<file path="src/rtl/atm_pkg.sv">
// Shared types for the ATM session controller: FSM states, op codes and error codes.
// The optional PIN-change operation is controlled by the ATM_PIN_CHANGE_EN macro.
package atm_pkg;

  typedef enum logic [3:0] {
    StIdle   = 4'd0,
    StPin    = 4'd1,
    StMenu   = 4'd2,
    StDep    = 4'd3,
    StWdr    = 4'd4,
    StCheck  = 4'd5,
    StUpdate = 4'd6,
    StShow   = 4'd7,
    StPinChg = 4'd8,
    StEject  = 4'd9,
    StRetain = 4'd10
  } state_e;

  typedef enum logic [2:0] {
    ErrNone     = 3'd0,
    ErrBadPin   = 3'd1,
    ErrInsuff   = 3'd2,
    ErrOverflow = 3'd3,
    ErrLimit    = 3'd4,
    ErrTimeout  = 3'd5,
    ErrBadOp    = 3'd6,
    ErrLocked   = 3'd7
  } err_e;

  localparam logic [2:0] OpNone      = 3'd0;
  localparam logic [2:0] OpBalance   = 3'd1;
  localparam logic [2:0] OpDeposit   = 3'd2;
  localparam logic [2:0] OpWithdraw  = 3'd3;
  localparam logic [2:0] OpPinChange = 3'd4;

endpackage

</file>
<file path="src/rtl/atm_multi_account_ctrl_if.sv">
// Front-end / dispenser bundle of the ATM session controller.
// slave: the controller. master: the card/keypad front end (or a bench).
interface atm_multi_account_ctrl_if #(
  parameter int unsigned ACCT_W = 2,
  parameter int unsigned BAL_W  = 32,
  parameter int unsigned PIN_W  = 4
);
  logic              card_in;
  logic [ACCT_W-1:0] card_acct;
  logic              pin_valid;
  logic [PIN_W-1:0]  pin;
  logic              op_valid;
  logic [2:0]        op_code;
  logic              amt_valid;
  logic [BAL_W-1:0]  amount;
  logic              eject_req;
  logic [3:0]        state_o;
  logic [BAL_W-1:0]  balance_o;
  logic              balance_valid;
  logic              dispense_valid;
  logic [BAL_W-1:0]  dispense_amt;
  logic [2:0]        err_o;
  logic              card_eject;
  logic              card_retained;

  modport master (
    output card_in, card_acct, pin_valid, pin, op_valid, op_code, amt_valid, amount, eject_req,
    input  state_o, balance_o, balance_valid, dispense_valid, dispense_amt, err_o, card_eject,
           card_retained
  );

  modport slave (
    input  card_in, card_acct, pin_valid, pin, op_valid, op_code, amt_valid, amount, eject_req,
    output state_o, balance_o, balance_valid, dispense_valid, dispense_amt, err_o, card_eject,
           card_retained
  );
endinterface

</file>
<file path="src/rtl/atm_account_bank.sv">
// Per-account balance, PIN and lock storage; one combinational read port, one write port.
// PIN storage exists only when ATM_PIN_CHANGE_EN is defined; otherwise every PIN is DEFAULT_PIN.
module atm_account_bank #(
  parameter int unsigned      NUM_ACCT    = 4,
  parameter int unsigned      ACCT_W      = 2,
  parameter int unsigned      BAL_W       = 32,
  parameter int unsigned      PIN_W       = 4,
  parameter logic [BAL_W-1:0] INIT_BAL    = BAL_W'(1000000),
  parameter logic [PIN_W-1:0] DEFAULT_PIN = PIN_W'(4'b1010)
) (
  input  logic              clk,
  input  logic              reset_n,
  input  logic [ACCT_W-1:0] rd_idx,
  output logic [BAL_W-1:0]  rd_bal,
  output logic [PIN_W-1:0]  rd_pin,
  output logic              rd_lock,
  input  logic [ACCT_W-1:0] wr_idx,
  input  logic              bal_we,
  input  logic [BAL_W-1:0]  bal_wdata,
  input  logic              pin_we,
  input  logic [PIN_W-1:0]  pin_wdata,
  input  logic              lock_set
);
  logic [BAL_W-1:0]    bal_q [NUM_ACCT];
  logic [NUM_ACCT-1:0] lock_q;

  // Balances and lock flags; locks are sticky until reset.
  always_ff @(posedge clk or negedge reset_n) begin
    if (!reset_n) begin
      for (int i = 0; i < int'(NUM_ACCT); i++) bal_q[i] <= INIT_BAL;
      lock_q <= '0;
    end else begin
      if (bal_we) bal_q[wr_idx] <= bal_wdata;
      if (lock_set) lock_q[wr_idx] <= 1'b1;
    end
  end

  assign rd_bal  = bal_q[rd_idx];
  assign rd_lock = lock_q[rd_idx];

`ifdef ATM_PIN_CHANGE_EN
  logic [PIN_W-1:0] pin_q [NUM_ACCT];

  // Per-account PINs, rewritten by the PIN-change operation.
  always_ff @(posedge clk or negedge reset_n) begin
    if (!reset_n) begin
      for (int i = 0; i < int'(NUM_ACCT); i++) pin_q[i] <= DEFAULT_PIN;
    end else if (pin_we) begin
      pin_q[wr_idx] <= pin_wdata;
    end
  end

  assign rd_pin = pin_q[rd_idx];
`else
  logic unused_pin;
  assign unused_pin = ^{pin_we, pin_wdata};
  assign rd_pin     = DEFAULT_PIN;
`endif

endmodule

</file>
<file path="src/rtl/atm_multi_account_ctrl.sv">
// ATM session controller: card accept, PIN check with lockout, balance/deposit/withdraw,
// per-session withdrawal limit and inactivity timeout. All outputs are registered and
// follow the FSM state by one cycle. Optional macro: ATM_PIN_CHANGE_EN (op code 4).
module atm_multi_account_ctrl
  import atm_pkg::*;
#(
  parameter int unsigned      NUM_ACCT    = 4,
  parameter int unsigned      BAL_W       = 32,
  parameter int unsigned      PIN_W       = 4,
  parameter logic [BAL_W-1:0] INIT_BAL    = BAL_W'(1000000),
  parameter logic [PIN_W-1:0] DEFAULT_PIN = PIN_W'(4'b1010),
  parameter int unsigned      MAX_TRIES   = 3,
  parameter int unsigned      TIMEOUT_CYC = 1024,
  parameter logic [BAL_W-1:0] WDR_LIMIT   = BAL_W'(50000)
) (
  input  logic clk,
  input  logic reset_n,
  atm_multi_account_ctrl_if.slave bus
);
  localparam int unsigned ACCT_W = (NUM_ACCT > 1) ? $clog2(NUM_ACCT) : 1;
  localparam int unsigned TRY_W  = $clog2(MAX_TRIES + 1);
  localparam int unsigned TMR_W  = (TIMEOUT_CYC > 1) ? $clog2(TIMEOUT_CYC) : 1;
  localparam logic [TMR_W-1:0] TmrLast = TMR_W'(TIMEOUT_CYC - 1);

  state_e            state_q, state_d;
  logic [ACCT_W-1:0] acct_q, acct_d, rd_idx;
  logic [TRY_W-1:0]  tries_q, tries_d;
  logic              dep_q, dep_d;
  logic [BAL_W-1:0]  amt_q, amt_d, wdr_q, wdr_d;
  logic [TMR_W-1:0]  timer_q;
  err_e              err_q, err_d;
  logic              strobe, timed, last_try;

  logic [BAL_W-1:0]  rd_bal, bal_wdata;
  logic [PIN_W-1:0]  rd_pin, pin_wdata;
  logic              rd_lock, bal_we, pin_we, lock_set;
  logic [BAL_W:0]    dep_sum, wdr_sum;

  // In IDLE the lock flag of the offered card is needed before the account is latched.
  assign rd_idx    = (state_q == StIdle) ? bus.card_acct : acct_q;
  assign dep_sum   = {1'b0, rd_bal} + {1'b0, amt_q};
  assign wdr_sum   = {1'b0, wdr_q} + {1'b0, amt_q};
  assign last_try  = (32'(tries_q) + 32'd1) >= MAX_TRIES;
  assign pin_wdata = bus.amount[PIN_W-1:0];

  atm_account_bank #(
    .NUM_ACCT    (NUM_ACCT),
    .ACCT_W      (ACCT_W),
    .BAL_W       (BAL_W),
    .PIN_W       (PIN_W),
    .INIT_BAL    (INIT_BAL),
    .DEFAULT_PIN (DEFAULT_PIN)
  ) u_bank (
    .clk       (clk),
    .reset_n   (reset_n),
    .rd_idx    (rd_idx),
    .rd_bal    (rd_bal),
    .rd_pin    (rd_pin),
    .rd_lock   (rd_lock),
    .wr_idx    (acct_q),
    .bal_we    (bal_we),
    .bal_wdata (bal_wdata),
    .pin_we    (pin_we),
    .pin_wdata (pin_wdata),
    .lock_set  (lock_set)
  );

  // States in which the inactivity timer runs (PIN change behaves like DEP/WDR).
  always_comb begin
    timed = state_q inside {StPin, StMenu, StDep, StWdr, StShow};
`ifdef ATM_PIN_CHANGE_EN
    if (state_q == StPinChg) timed = 1'b1;
`endif
  end

  // FSM state register.
  always_ff @(posedge clk or negedge reset_n) begin
    if (!reset_n) state_q <= StIdle;
    else          state_q <= state_d;
  end

  // Next state, datapath next values and bank write controls.
  always_comb begin
    state_d   = state_q;
    acct_d    = acct_q;
    tries_d   = tries_q;
    dep_d     = dep_q;
    amt_d     = amt_q;
    wdr_d     = wdr_q;
    err_d     = err_q;
    strobe    = 1'b0;
    bal_we    = 1'b0;
    bal_wdata = dep_q ? dep_sum[BAL_W-1:0] : rd_bal - amt_q;
    pin_we    = 1'b0;
    lock_set  = 1'b0;
    unique case (state_q)
      StIdle: begin
        if (bus.card_in) begin
          acct_d  = bus.card_acct;
          tries_d = '0;
          if (rd_lock) begin
            err_d   = ErrLocked;
            state_d = StEject;
          end else begin
            err_d   = ErrNone;
            state_d = StPin;
          end
        end
      end
      StPin: begin
        if (bus.pin_valid) begin
          strobe = 1'b1;
          if (bus.pin == rd_pin) begin
            err_d   = ErrNone;
            state_d = StMenu;
          end else begin
            tries_d = tries_q + TRY_W'(1);
            if (last_try) begin
              lock_set = 1'b1;
              err_d    = ErrLocked;
              state_d  = StRetain;
            end else begin
              err_d = ErrBadPin;
            end
          end
        end
      end
      StMenu, StShow: begin
        if (bus.eject_req) begin
          strobe  = 1'b1;
          err_d   = ErrNone;
          state_d = StEject;
        end else if (bus.op_valid) begin
          strobe = 1'b1;
          err_d  = ErrNone;
          case (bus.op_code)
            OpNone:     ;
            OpBalance:  state_d = StShow;
            OpDeposit: begin
              dep_d   = 1'b1;
              state_d = StDep;
            end
            OpWithdraw: begin
              dep_d   = 1'b0;
              state_d = StWdr;
            end
`ifdef ATM_PIN_CHANGE_EN
            OpPinChange: state_d = StPinChg;
`endif
            default:    err_d = ErrBadOp;
          endcase
        end
      end
      StDep, StWdr: begin
        if (bus.amt_valid) begin
          strobe  = 1'b1;
          err_d   = ErrNone;
          amt_d   = bus.amount;
          state_d = StCheck;
        end
      end
      StCheck: begin
        if (dep_q) begin
          if (dep_sum[BAL_W]) begin
            err_d   = ErrOverflow;
            state_d = StMenu;
          end else begin
            state_d = StUpdate;
          end
        end else if (amt_q > rd_bal) begin
          err_d   = ErrInsuff;
          state_d = StWdr;
        end else if (wdr_sum > {1'b0, WDR_LIMIT}) begin
          err_d   = ErrLimit;
          state_d = StWdr;
        end else begin
          state_d = StUpdate;
        end
      end
      StUpdate: begin
        bal_we = 1'b1;
        if (!dep_q) wdr_d = wdr_sum[BAL_W-1:0];
        state_d = StShow;
      end
`ifdef ATM_PIN_CHANGE_EN
      StPinChg: begin
        if (bus.amt_valid) begin
          strobe  = 1'b1;
          err_d   = ErrNone;
          pin_we  = 1'b1;
          state_d = StShow;
        end
      end
`endif
      StEject: begin
        wdr_d   = '0;
        state_d = StIdle;
      end
      StRetain: state_d = StIdle;
      default:  state_d = StIdle;
    endcase
    // An accepted strobe on the last idle cycle still wins over the timeout.
    if (timed && !strobe && (timer_q == TmrLast)) begin
      err_d   = ErrTimeout;
      state_d = StEject;
    end
  end

  // Session datapath registers and inactivity timer.
  always_ff @(posedge clk or negedge reset_n) begin
    if (!reset_n) begin
      acct_q  <= '0;
      tries_q <= '0;
      dep_q   <= 1'b0;
      amt_q   <= '0;
      wdr_q   <= '0;
      err_q   <= ErrNone;
      timer_q <= '0;
    end else begin
      acct_q  <= acct_d;
      tries_q <= tries_d;
      dep_q   <= dep_d;
      amt_q   <= amt_d;
      wdr_q   <= wdr_d;
      err_q   <= err_d;
      if (!timed || strobe || (state_d != state_q)) timer_q <= '0;
      else                                          timer_q <= timer_q + TMR_W'(1);
    end
  end

  logic [3:0]       state_o_d, state_o_q;
  logic [BAL_W-1:0] balance_d, balance_q, disp_amt_d, disp_amt_q;
  logic             bal_valid_d, bal_valid_q, disp_valid_d, disp_valid_q;
  logic             eject_d, eject_q, retain_d, retain_q;
  logic [2:0]       err_o_q;

  // Output decode from the current state.
  always_comb begin
    state_o_d    = state_q;
    bal_valid_d  = (state_q == StShow);
    balance_d    = bal_valid_d ? rd_bal : '0;
    disp_valid_d = (state_q == StUpdate) && !dep_q && (amt_q != '0);
    disp_amt_d   = disp_valid_d ? amt_q : '0;
    eject_d      = (state_q == StEject);
    retain_d     = (state_q == StRetain);
  end

  // Output registers.
  always_ff @(posedge clk or negedge reset_n) begin
    if (!reset_n) begin
      state_o_q    <= '0;
      balance_q    <= '0;
      bal_valid_q  <= 1'b0;
      disp_valid_q <= 1'b0;
      disp_amt_q   <= '0;
      eject_q      <= 1'b0;
      retain_q     <= 1'b0;
      err_o_q      <= '0;
    end else begin
      state_o_q    <= state_o_d;
      balance_q    <= balance_d;
      bal_valid_q  <= bal_valid_d;
      disp_valid_q <= disp_valid_d;
      disp_amt_q   <= disp_amt_d;
      eject_q      <= eject_d;
      retain_q     <= retain_d;
      err_o_q      <= err_q;
    end
  end

  assign bus.state_o        = state_o_q;
  assign bus.balance_o      = balance_q;
  assign bus.balance_valid  = bal_valid_q;
  assign bus.dispense_valid = disp_valid_q;
  assign bus.dispense_amt   = disp_amt_q;
  assign bus.err_o          = err_o_q;
  assign bus.card_eject     = eject_q;
  assign bus.card_retained  = retain_q;

endmodule

</file>
<file path="src/flat_wrapper.sv">
// flat-port wrapper written by rule: the top's interface ports become plain ports
module atm_multi_account_ctrl_flat import atm_pkg::*;
#(
  parameter int unsigned      NUM_ACCT    = 4,
  parameter int unsigned      BAL_W       = 32,
  parameter int unsigned      PIN_W       = 4,
  parameter logic [BAL_W-1:0] INIT_BAL    = BAL_W'(1000000),
  parameter logic [PIN_W-1:0] DEFAULT_PIN = PIN_W'(4'b1010),
  parameter int unsigned      MAX_TRIES   = 3,
  parameter int unsigned      TIMEOUT_CYC = 1024,
  parameter logic [BAL_W-1:0] WDR_LIMIT   = BAL_W'(50000)
)
  (clk, reset_n, bus_card_in, bus_card_acct, bus_pin_valid, bus_pin, bus_op_valid, bus_op_code, bus_amt_valid, bus_amount, bus_eject_req, bus_state_o, bus_balance_o, bus_balance_valid, bus_dispense_valid, bus_dispense_amt, bus_err_o, bus_card_eject, bus_card_retained);
  atm_multi_account_ctrl_if #(.ACCT_W(2), .BAL_W(BAL_W), .PIN_W(PIN_W)) bus_i ();
  input  logic clk;
  input  logic reset_n;
  input wire logic [$bits(bus_i.card_in)-1:0] bus_card_in;
  input wire logic [$bits(bus_i.card_acct)-1:0] bus_card_acct;
  input wire logic [$bits(bus_i.pin_valid)-1:0] bus_pin_valid;
  input wire logic [$bits(bus_i.pin)-1:0] bus_pin;
  input wire logic [$bits(bus_i.op_valid)-1:0] bus_op_valid;
  input wire logic [$bits(bus_i.op_code)-1:0] bus_op_code;
  input wire logic [$bits(bus_i.amt_valid)-1:0] bus_amt_valid;
  input wire logic [$bits(bus_i.amount)-1:0] bus_amount;
  input wire logic [$bits(bus_i.eject_req)-1:0] bus_eject_req;
  output wire logic [$bits(bus_i.state_o)-1:0] bus_state_o;
  output wire logic [$bits(bus_i.balance_o)-1:0] bus_balance_o;
  output wire logic [$bits(bus_i.balance_valid)-1:0] bus_balance_valid;
  output wire logic [$bits(bus_i.dispense_valid)-1:0] bus_dispense_valid;
  output wire logic [$bits(bus_i.dispense_amt)-1:0] bus_dispense_amt;
  output wire logic [$bits(bus_i.err_o)-1:0] bus_err_o;
  output wire logic [$bits(bus_i.card_eject)-1:0] bus_card_eject;
  output wire logic [$bits(bus_i.card_retained)-1:0] bus_card_retained;
  assign bus_i.card_in = bus_card_in;
  assign bus_i.card_acct = bus_card_acct;
  assign bus_i.pin_valid = bus_pin_valid;
  assign bus_i.pin = bus_pin;
  assign bus_i.op_valid = bus_op_valid;
  assign bus_i.op_code = bus_op_code;
  assign bus_i.amt_valid = bus_amt_valid;
  assign bus_i.amount = bus_amount;
  assign bus_i.eject_req = bus_eject_req;
  assign bus_state_o = bus_i.state_o;
  assign bus_balance_o = bus_i.balance_o;
  assign bus_balance_valid = bus_i.balance_valid;
  assign bus_dispense_valid = bus_i.dispense_valid;
  assign bus_dispense_amt = bus_i.dispense_amt;
  assign bus_err_o = bus_i.err_o;
  assign bus_card_eject = bus_i.card_eject;
  assign bus_card_retained = bus_i.card_retained;
  atm_multi_account_ctrl #(.NUM_ACCT(NUM_ACCT), .BAL_W(BAL_W), .PIN_W(PIN_W), .INIT_BAL(INIT_BAL), .DEFAULT_PIN(DEFAULT_PIN), .MAX_TRIES(MAX_TRIES), .TIMEOUT_CYC(TIMEOUT_CYC), .WDR_LIMIT(WDR_LIMIT)) u_core (.clk(clk), .reset_n(reset_n), .bus(bus_i));
endmodule
</file>
<file path="config.mk">
export PLATFORM = sky130hd
export DESIGN_NAME = atm_multi_account_ctrl_flat
export DESIGN_NICKNAME = d
export VERILOG_FILES = /design/src/rtl/atm_pkg.sv /design/src/rtl/atm_multi_account_ctrl_if.sv /design/src/rtl/atm_account_bank.sv /design/src/rtl/atm_multi_account_ctrl.sv /design/src/flat_wrapper.sv
export SDC_FILE = /design/constraint.sdc
export NUM_CORES = 1
export LEC_CHECK = 0
export CAP_MARGIN = 40
export CORE_MARGIN = 1
export CORE_UTILIZATION = 30
export CTS_CLUSTER_DIAMETER = 80
export DETAILED_ROUTE_END_ITERATION = 6
export MAX_ROUTING_LAYER = met4
export SLEW_MARGIN = 15
export SYNTH_ARGS = -nofsm -noshare
export SYNTH_HDL_FRONTEND = slang
export SYNTH_SLANG_ARGS = --single-unit
</file>
<file path="constraint.sdc">
create_clock -name clk -period 6.58 [get_ports clk]
set_clock_uncertainty 0.05 [all_clocks]
set_input_delay 1.645 -clock clk [delete_from_list [all_inputs] [get_ports clk]]
set_output_delay 1.645 -clock clk [all_outputs]
set_load 0.01 [all_outputs]
</file>
Word level (Yosys, flattened, before mapping). Cells that the tools add are included.

Bits in read-only memories: 0. Memories kept: 0. Word-level logic and storage cells: 155. Register bits after elaboration: 293. Output and inout port bits: 75. Bits in writable memories: 0. Input port bits: 48. Latch bits: 0.

Equality and inequality tests: 25. Reductions and logical operators: 28. $add $sub $neg: 6. Div/mod/pow operators: 0. Shift operators: 0. Muxes and demuxes: 62. $mul: 0. Bitwise gates (word level): 4. Order comparisons: 9.

Operators with widths (number): $mux 32 (7); $bwmux 128 (1); $add 32x32->33 (2); $bmux 32 s2 (1); $demux 32 s2 (1); $pmux 32 s2 (1); $mux 3 (15); $mux 4 (11); $gt 33x16->1 const B (1); $ge 32x2->1 const B (1); $gt 32x32->1 (1); $reduce_bool 32->1 (1); $sub 32x32->32 (1); $pmux 4 s6 (1); $eq 4x3->1 const B (4); $pmux 3 s5 (1); $eq 4x4->1 const B (3); $pmux 4 s3 (1); $mux 1 (11); $add 10x1->10 const B (1); $eq 10x10->1 const B (1); $mux 10 (1); $mux 2 (5); $eq 4x2->1 const B (2); other kinds (37) (59).

Depth between registers and ports, before layout. Gate-level depths: netlist of run 1.

Depth in word-level cells: 14. Depth in mapped cells: 19. Gate-level depth less buffers: 18.

Hierarchy. From an unflattened synthesis of run 1, not the netlist that was laid out.

Cells, all modules: 1657. Area total of the unflattened synthesis: 17182.7 sq um.

Modules (own cells, without submodules): atm_multi_account_ctrl (cells each 1326, area each 11344.6 sq um, sequential area each 4028.9 sq um, instances 1); atm_account_bank (cells each 331, area each 5838.1 sq um, sequential area each 3338.2 sq um, instances 1).

Worst setup path after synthesis of run 1. OpenSTA, ideal clock, no wires.

Kind: input-to-reg. From: input port bus_card_acct[0]. To: register u_core.err_q[0]. Setup time: 0.071 ns. Slack: 0.439 ns. Data arrival time: 6.020 ns. Stages on the path: 16. Data required time: 6.459 ns. Buffers on the path: 2. Cell sequence: mux2i_1 -> clkbuf_1 -> mux4_2 -> ha_1 -> buf_2 -> inv_1 -> nor3_1 -> nand4_1 -> a211oi_1 -> o21ai_1 -> a21oi_1 -> nor2_1 -> or4_1 -> nor4_4 -> mux2_1 -> nor2_1.

Cells in the longest elaborated chain, start to end: 10. Elaborated cells on any way between the ends: 18. Classes of those cells: add/sub (1); order compare (1); eq/ne (2); mux (12); bitwise (1); reduce/logical (1).

RTL lines: start: declaration (line flat_wrapper.sv:18) `input wire logic [$bits(bus_i.card_acct)-1:0] bus_card_acct;`; $mux 2 (*) (line atm_multi_account_ctrl.sv:40) `assign rd_idx = (state_q == StIdle) ? bus.card_acct : acct_q;`; $not 2->3 (not written as such) (line atm_account_bank.sv:38) `assign rd_bal = bal_q[rd_idx];`; $bmux 32 s2 (line atm_account_bank.sv:38); $mux 32 (not written as such) (2 in series) (line atm_account_bank.sv:38); $gt 32x32->1 (line atm_multi_account_ctrl.sv:170) `end else if (amt_q > rd_bal) begin`; $mux 3 (line atm_multi_account_ctrl.sv:170); $mux 3 (line atm_multi_account_ctrl.sv:163) `if (dep_q) begin`; $pmux 3 s5 (line atm_multi_account_ctrl.sv:96) `unique case (state_q)`; $mux 3 (line atm_multi_account_ctrl.sv:203) `if (timed && !strobe && (timer_q == TmrLast)) begin`; end signal: assignment (line atm_multi_account_ctrl.sv:217) `err_q <= ErrNone;`; end signal: assignment (line atm_multi_account_ctrl.sv:225) `err_q <= err_d;`; end: declaration (line atm_multi_account_ctrl.sv:31) `err_e err_q, err_d;`.

Mark *: on every way between the ends. The rest lies on a longest branch, timed or not. The select of a mux whose other input is x is not followed. A chain may end at the register's enable or synchronous reset.

Worst setup path after layout of run 1.
From: input port bus_card_acct[0]. To: register u_core.err_q[2].

The elaborated chain is that of the path after synthesis.

==> results of run 1 <==
worst paths after layout:
kind                                      from                       end  slack, ps  depth (start not counted)
hold reg to reg                u_core.err_q[2]       u_core.bus.err_o[2]        340                          0
hold / removal                 u_core.err_q[2]       u_core.bus.err_o[2]        340                          0
setup reg to reg           u_core.state_o_d[0]           u_core.err_q[2]       1070                         19
max in group asynchronous              reset_n  u_core.bus.balance_o[14]       3990                          2
setup / recovery              bus_card_acct[0]           u_core.err_q[2]        650                         18
min in group asynchronous              reset_n         u_core.timer_q[6]       1080                          1
layout make-up:
type	count	area, um^2
well taps	748	936
inverters	81	304
repair buffers	197	1860
fillers	5511	34900
clock inverters	15	175
flip-flops and latches	293	7370
multi-input cells	1328	8910
clock buffers	46	957
sequential cells by signal, summed over array words and instances, names as in the netlist:
signal / count
u_core.acct_q: 2
u_core.amt_q: 32
u_core.bus.balance_o: 32
u_core.bus.balance_valid: 1
u_core.bus.card_eject: 1
u_core.bus.card_retained: 1
u_core.bus.dispense_amt: 32
u_core.bus.dispense_valid: 1
u_core.bus.err_o: 3
u_core.bus.state_o: 4
u_core.dep_q: 1
u_core.err_q: 3
u_core.state_o_d: 4
u_core.timer_q: 10
u_core.tries_q: 2
u_core.u_bank.bal_q: 128
u_core.u_bank.lock_q: 4
u_core.wdr_q: 32
critical path: cells and delay by family:
family,cells,cell delay (ps)
AO/OA/AOI/OAI,9,2040
adder cells (fa/ha/maj),2,620
buffers and inverters,3,870
multiplexers,2,740
AND/OR/NAND/NOR,2,370
synth_stat cells (5+ instances only):
master / n
o21ai_0: 180
buf_2: 12
nor3_1: 59
clkbuf_1: 79
mux2_2: 31
nor2_1: 99
a21o_1: 19
nor2b_1: 18
mux2i_1: 8
o31ai_1: 17
and2_1: 43
a31oi_1: 12
xnor2_1: 45
nand2_1: 269
a211oi_1: 17
buf_1: 7
xor2_1: 16
nand3_1: 56
nand3b_1: 6
a2111oi_0: 5
o2111ai_1: 6
inv_1: 81
nand4_1: 14
and3_1: 11
nor4_1: 16
dfstp_2: 28
nand2b_1: 13
mux4_2: 33
a31o_2: 6
o21a_1: 10
a21oi_1: 106
dfrtp_1: 265
or3_1: 6
o21bai_1: 16
ha_1: 100
o211ai_1: 11
per-layer routing:
layer,up-vias,wire length [um],global-route usage
li1,6646,-,-
met1,6917,23900,0.258
met2,480,21800,0.268
met3,59,2890,0.0210
met4,0,1040,0.0449
met5,-,0,-
metrics by stage:
stage / utilization / hold slack [ps] / instance area [um^2]
6_report: 0.370 / 339 / 20500
5_1_grt: 0.370 / 346 / 20500
4_1_cts: 0.370 / 344 / 20500
3_5_place_dp: 0.350 / 335 / 19400
3_3_place_gp: 0.348 / 325 / 19300
2_1_floorplan: - / 296 / 16900
cell families after synthesis:
group,synth area share
fa+ha+maj,0.0776
flops,0.436
compound gates,0.170
simple gates,0.174
xor+xnor,0.0316
mux,0.0707
buf+inv,0.0406
==> impl_metrics.tcl, run 1 <==
set metrics [dict create \
    status "finished clean" \
    cts_resized 0 \
    cp.arrival_ps 6320 \
    synth_area_leaders "dfrtp_1, ha_1, nand2_1" \
    synth_edf_count 0 \
    grt_pass1_vias 13781 \
    cts_sinks 293 \
    final_nets 2086 \
    crit_path_top_delay_cell "mux4_2" \
    worstSetupStartpointType "input pin" \
    cts_max_level 2 \
    worst-slew-pin-transition_ps 950 \
    period_needed_ps 5930 \
    dieArea_um2 57300 \
    cp.required_ps 6970 \
    relSlewSlack 0.366 \
    drive_gt1_frac 0.131 \
    ys.flop_type "dfrtp_1" \
    routedWlPerCell_um 18.3 \
    gr-usage-all-layers 0.180 \
    clockRootBuffer "clkbuf_16" \
    hold_viol_final 0 \
    first_iter_violations 1318 \
    port_buffers 122 \
    yosys.area.top_type "dfrtp_1" \
    ys_seq_area_frac 0.436 \
    grt_max_degree 124 \
    final_cell_mix "nand2_1, dfrtp_1, o21ai_0" \
    syn_area_um2 16900 \
    area_growth_pct 21.3 \
    setup_violations 0 \
    gp_congestion 0.910 \
    diodes 0 \
    finalSetupTns_ps 0 \
    crit_chain "clkdlybuf4s50_1 -> mux2i_4 -> buf_12 -> mux4_2 -> ha_1 -> fa_1 -> nor2b_1 -> o311ai_1 -> buf_4 -> a211oi_1 -> o31ai_1 -> o211ai_1 -> a211oi_1 -> o21ai_1 -> a221o_1 -> nor2_1 -> o31ai_1 -> a31oi_1" \
    async_flop_share 1.00 \
    die_w_um 239 \
    slew_violations 0 \
    maxCapViolations 0 \
    vias_per_cell 5.21 \
    totalWireLength_um 49700 \
    syn_nets 1951 \
    vias 14102 \
    critPathKind "input pin to flip-flop" \
    rsz0062_at_grt "false" \
    drtPass1Iterations 5 \
    cts_buffers 34 \
    hold_path.class "flip-flop to flip-flop" \
    hold_buffers 0 \
    dp_cells 2647 \
    netlist_instances 1800 \
    grt_pass1_wl_um 78800 \
    ys_warn_count 0 \
    pre_cts_ws_ps 67.3 \
    avgSynthCellArea_um2 9.39 \
    clock_path_buffers 3 \
    final_critical_path_setup_slack_ps 652 \
    hpwl_um 36900 \
    netlist-cell-type-count 79 \
    grt.overflow.total 0 \
    cts_tree "done" \
    core_area_um2 55400 \
    core.rowCount 86 \
    period_share 0.901 \
    clk_latency_ps 530 \
    post-cts-setup-buffers 0 \
    antenna_found_initial 0 \
    critPathCaptureType "flip-flop" \
    initial_core_util 0.305 \
    synth.top_cell.area_share 0.392 \
    ys_seq_elements 293 \
    cts.clk_slew.worst_paths_ps 60 \
    cpPeakStageDelay_ps 560 \
    io_pins 123 \
    die-height_um 239 \
    final_antenna_net_count 0 \
    layout_commonest_cell "nand2_1" \
    fmax_mhz 169 \
    finalNonFillerCells 2708 \
    drc 0 \
    cp_max_fo 20 \
]
Power of run 1 is not shown: default switching activity piles up to over one toggle a cycle in this logic, so the estimate is an artifact.
==> run 2: changes to the inputs <==
Clock period 6.58 ns to 6.9 ns, I/O delays scaled along.
==> run 2 against run 1 <==
  * Hold slack lost 9.6 ps
  * First-iteration DRC count fell by 11%
  * Register-to-register slack better by 250 ps
  * Highest routed layer unchanged
  * Count of clock-buffer cells in the layout up 1
  * Wire length is 0.85% higher
==> impl_metrics.tcl, run 2 (synthesis gave the netlist of run 1 again) <==
set metrics [dict create \
    vias_per_cell 5.16 \
    core_area_um2 55400 \
    clk_latency_ps 540 \
    drive_gt1_frac 0.129 \
    initial_core_util 0.305 \
    hold_path.class "flip-flop to flip-flop" \
    crit_chain "clkdlybuf4s50_1 -> mux2i_4 -> buf_12 -> mux4_2 -> ha_1 -> fa_1 -> nor2b_1 -> o311ai_1 -> buf_4 -> a211oi_1 -> o31ai_1 -> o211ai_1 -> a211oi_1 -> o21ai_1 -> a221o_1 -> nor2_1 -> o31ai_1 -> a31oi_1" \
    regMostFlops "u_core.u_bank.bal_q" \
    cp.arrival_ps 6450 \
    first_iter_violations 1172 \
    hold_buffers 0 \
    period_share 0.878 \
    post-cts-setup-buffers 0 \
    critPathKind "input pin to flip-flop" \
    relSlewSlack 0.319 \
    layout_commonest_cell "nand2_1" \
    slew_violations 0 \
    rsz0062_at_grt "false" \
    nFillCells 5559 \
    crit_path_top_delay_cell "mux4_2" \
    cts_max_level 2 \
    final_nets 2079 \
    grt_pass1_vias 13733 \
    period_needed_ps 6060 \
    clock_path_buffers 3 \
    final_antenna_net_count 0 \
    final_cell_mix "nand2_1, dfrtp_1, o21ai_0" \
    grt.overflow.total 0 \
    cts_tree "done" \
    die_w_um 239 \
    vias 13954 \
    finalSetupTns_ps 0 \
    hpwl_um 36700 \
    status "finished clean" \
    diodes 0 \
    routedWlPerCell_um 18.5 \
    critPathCaptureType "flip-flop" \
    cp.required_ps 7290 \
    largest_reg_flops 128 \
    maxCapViolations 0 \
    cp_max_fo 20 \
    worst-slew-pin-transition_ps 1020 \
    setup_violations 0 \
    gp_congestion 0.918 \
    drc 0 \
    worstSetupStartpointType "input pin" \
    io_pins 123 \
    cts_buffers 34 \
    grt_max_degree 167 \
    area_growth_pct 21.8 \
    clockRootBuffer "clkbuf_16" \
    dieArea_um2 57300 \
    antenna_found_initial 0 \
    grt_pass1_wl_um 78900 \
    cpPeakStageDelay_ps 560 \
    cts_resized 0 \
    core.rowCount 86 \
    port_buffers 122 \
    die-height_um 239 \
    cts.clk_slew.worst_paths_ps 60 \
    fmax_mhz 165 \
    hold_viol_final 0 \
    gr-usage-all-layers 0.181 \
    drtPass1Iterations 7 \
    totalWireLength_um 50100 \
    cts_sinks 293 \
]
[run 2: cell count changes in the layout (fill, tap and decap cells not counted), sizes merged]
cell	delta
bufinv	+3
clkinv	-1
clkbuf	+1
buf	-7
inv	-2
[run 2: layout make-up]
| type | count | area, um^2 | area share |
|---|---|---|---|
| inverter | 81 | 304 | 0.0148 |
| clock inverter | 15 | 267 | 0.0129 |
| multi-input combinational | 1328 | 8900 | 0.433 |
| sequential | 293 | 7370 | 0.358 |
| tap | 748 | 936 | 0.0455 |
| clock buffer | 47 | 1010 | 0.0491 |
| timing repair buffer | 190 | 1800 | 0.0872 |
[run 2: worst max-delay path: cells and delay by family]
family	cells	cell delay, ps
AOI/OAI and AO/OA	9	2100
buffers and inverters	3	870
muxes	2	740
adders and majority gates	2	630
and+or+nand+nor	2	350
[run 2: worst paths after layout]
kind | from | to | slack, ps | cells past startpoint
setup / recovery | bus_card_acct[0] | u_core.err_q[2] | 840 | 18
hold / removal | u_core.err_q[2] | u_core.bus.err_o[2] | 330 | 0
setup reg to reg | u_core.state_o_d[0] | u_core.err_q[2] | 1320 | 19
hold reg to reg | u_core.err_q[2] | u_core.bus.err_o[2] | 330 | 0
max in group asynchronous | reset_n | u_core.u_bank.bal_q[35] | 4380 | 2
min in group asynchronous | reset_n | u_core.timer_q[5] | 1070 | 1
[run 2: per-layer routing]
layer	share of wire	global-route usage	wire length [um]
met1	0.47	0.254	23700
met2	0.45	0.279	22700
met3	0.054	0.0201	2730
met4	0.019	0.0456	964
met5	0	-	0
[run 2: through the flow]
step / worst slack (ps) / hold slack [ps] / std cells / cell area (um^2) / utilization
after CTS: 865 / 328 / 2702 / 20600 / 0.371
after global placement: 370 / 316 / 2637 / 19300 / 0.348
after floorplan: 679 / 296 / 1800 / 16900 / -
after detailed placement: 306 / 313 / 2640 / 19300 / 0.348
final: 843 / 330 / 2702 / 20600 / 0.371
after global routing: 510 / 334 / 2702 / 20600 / 0.371
Power of run 2 is left out for the same reason.
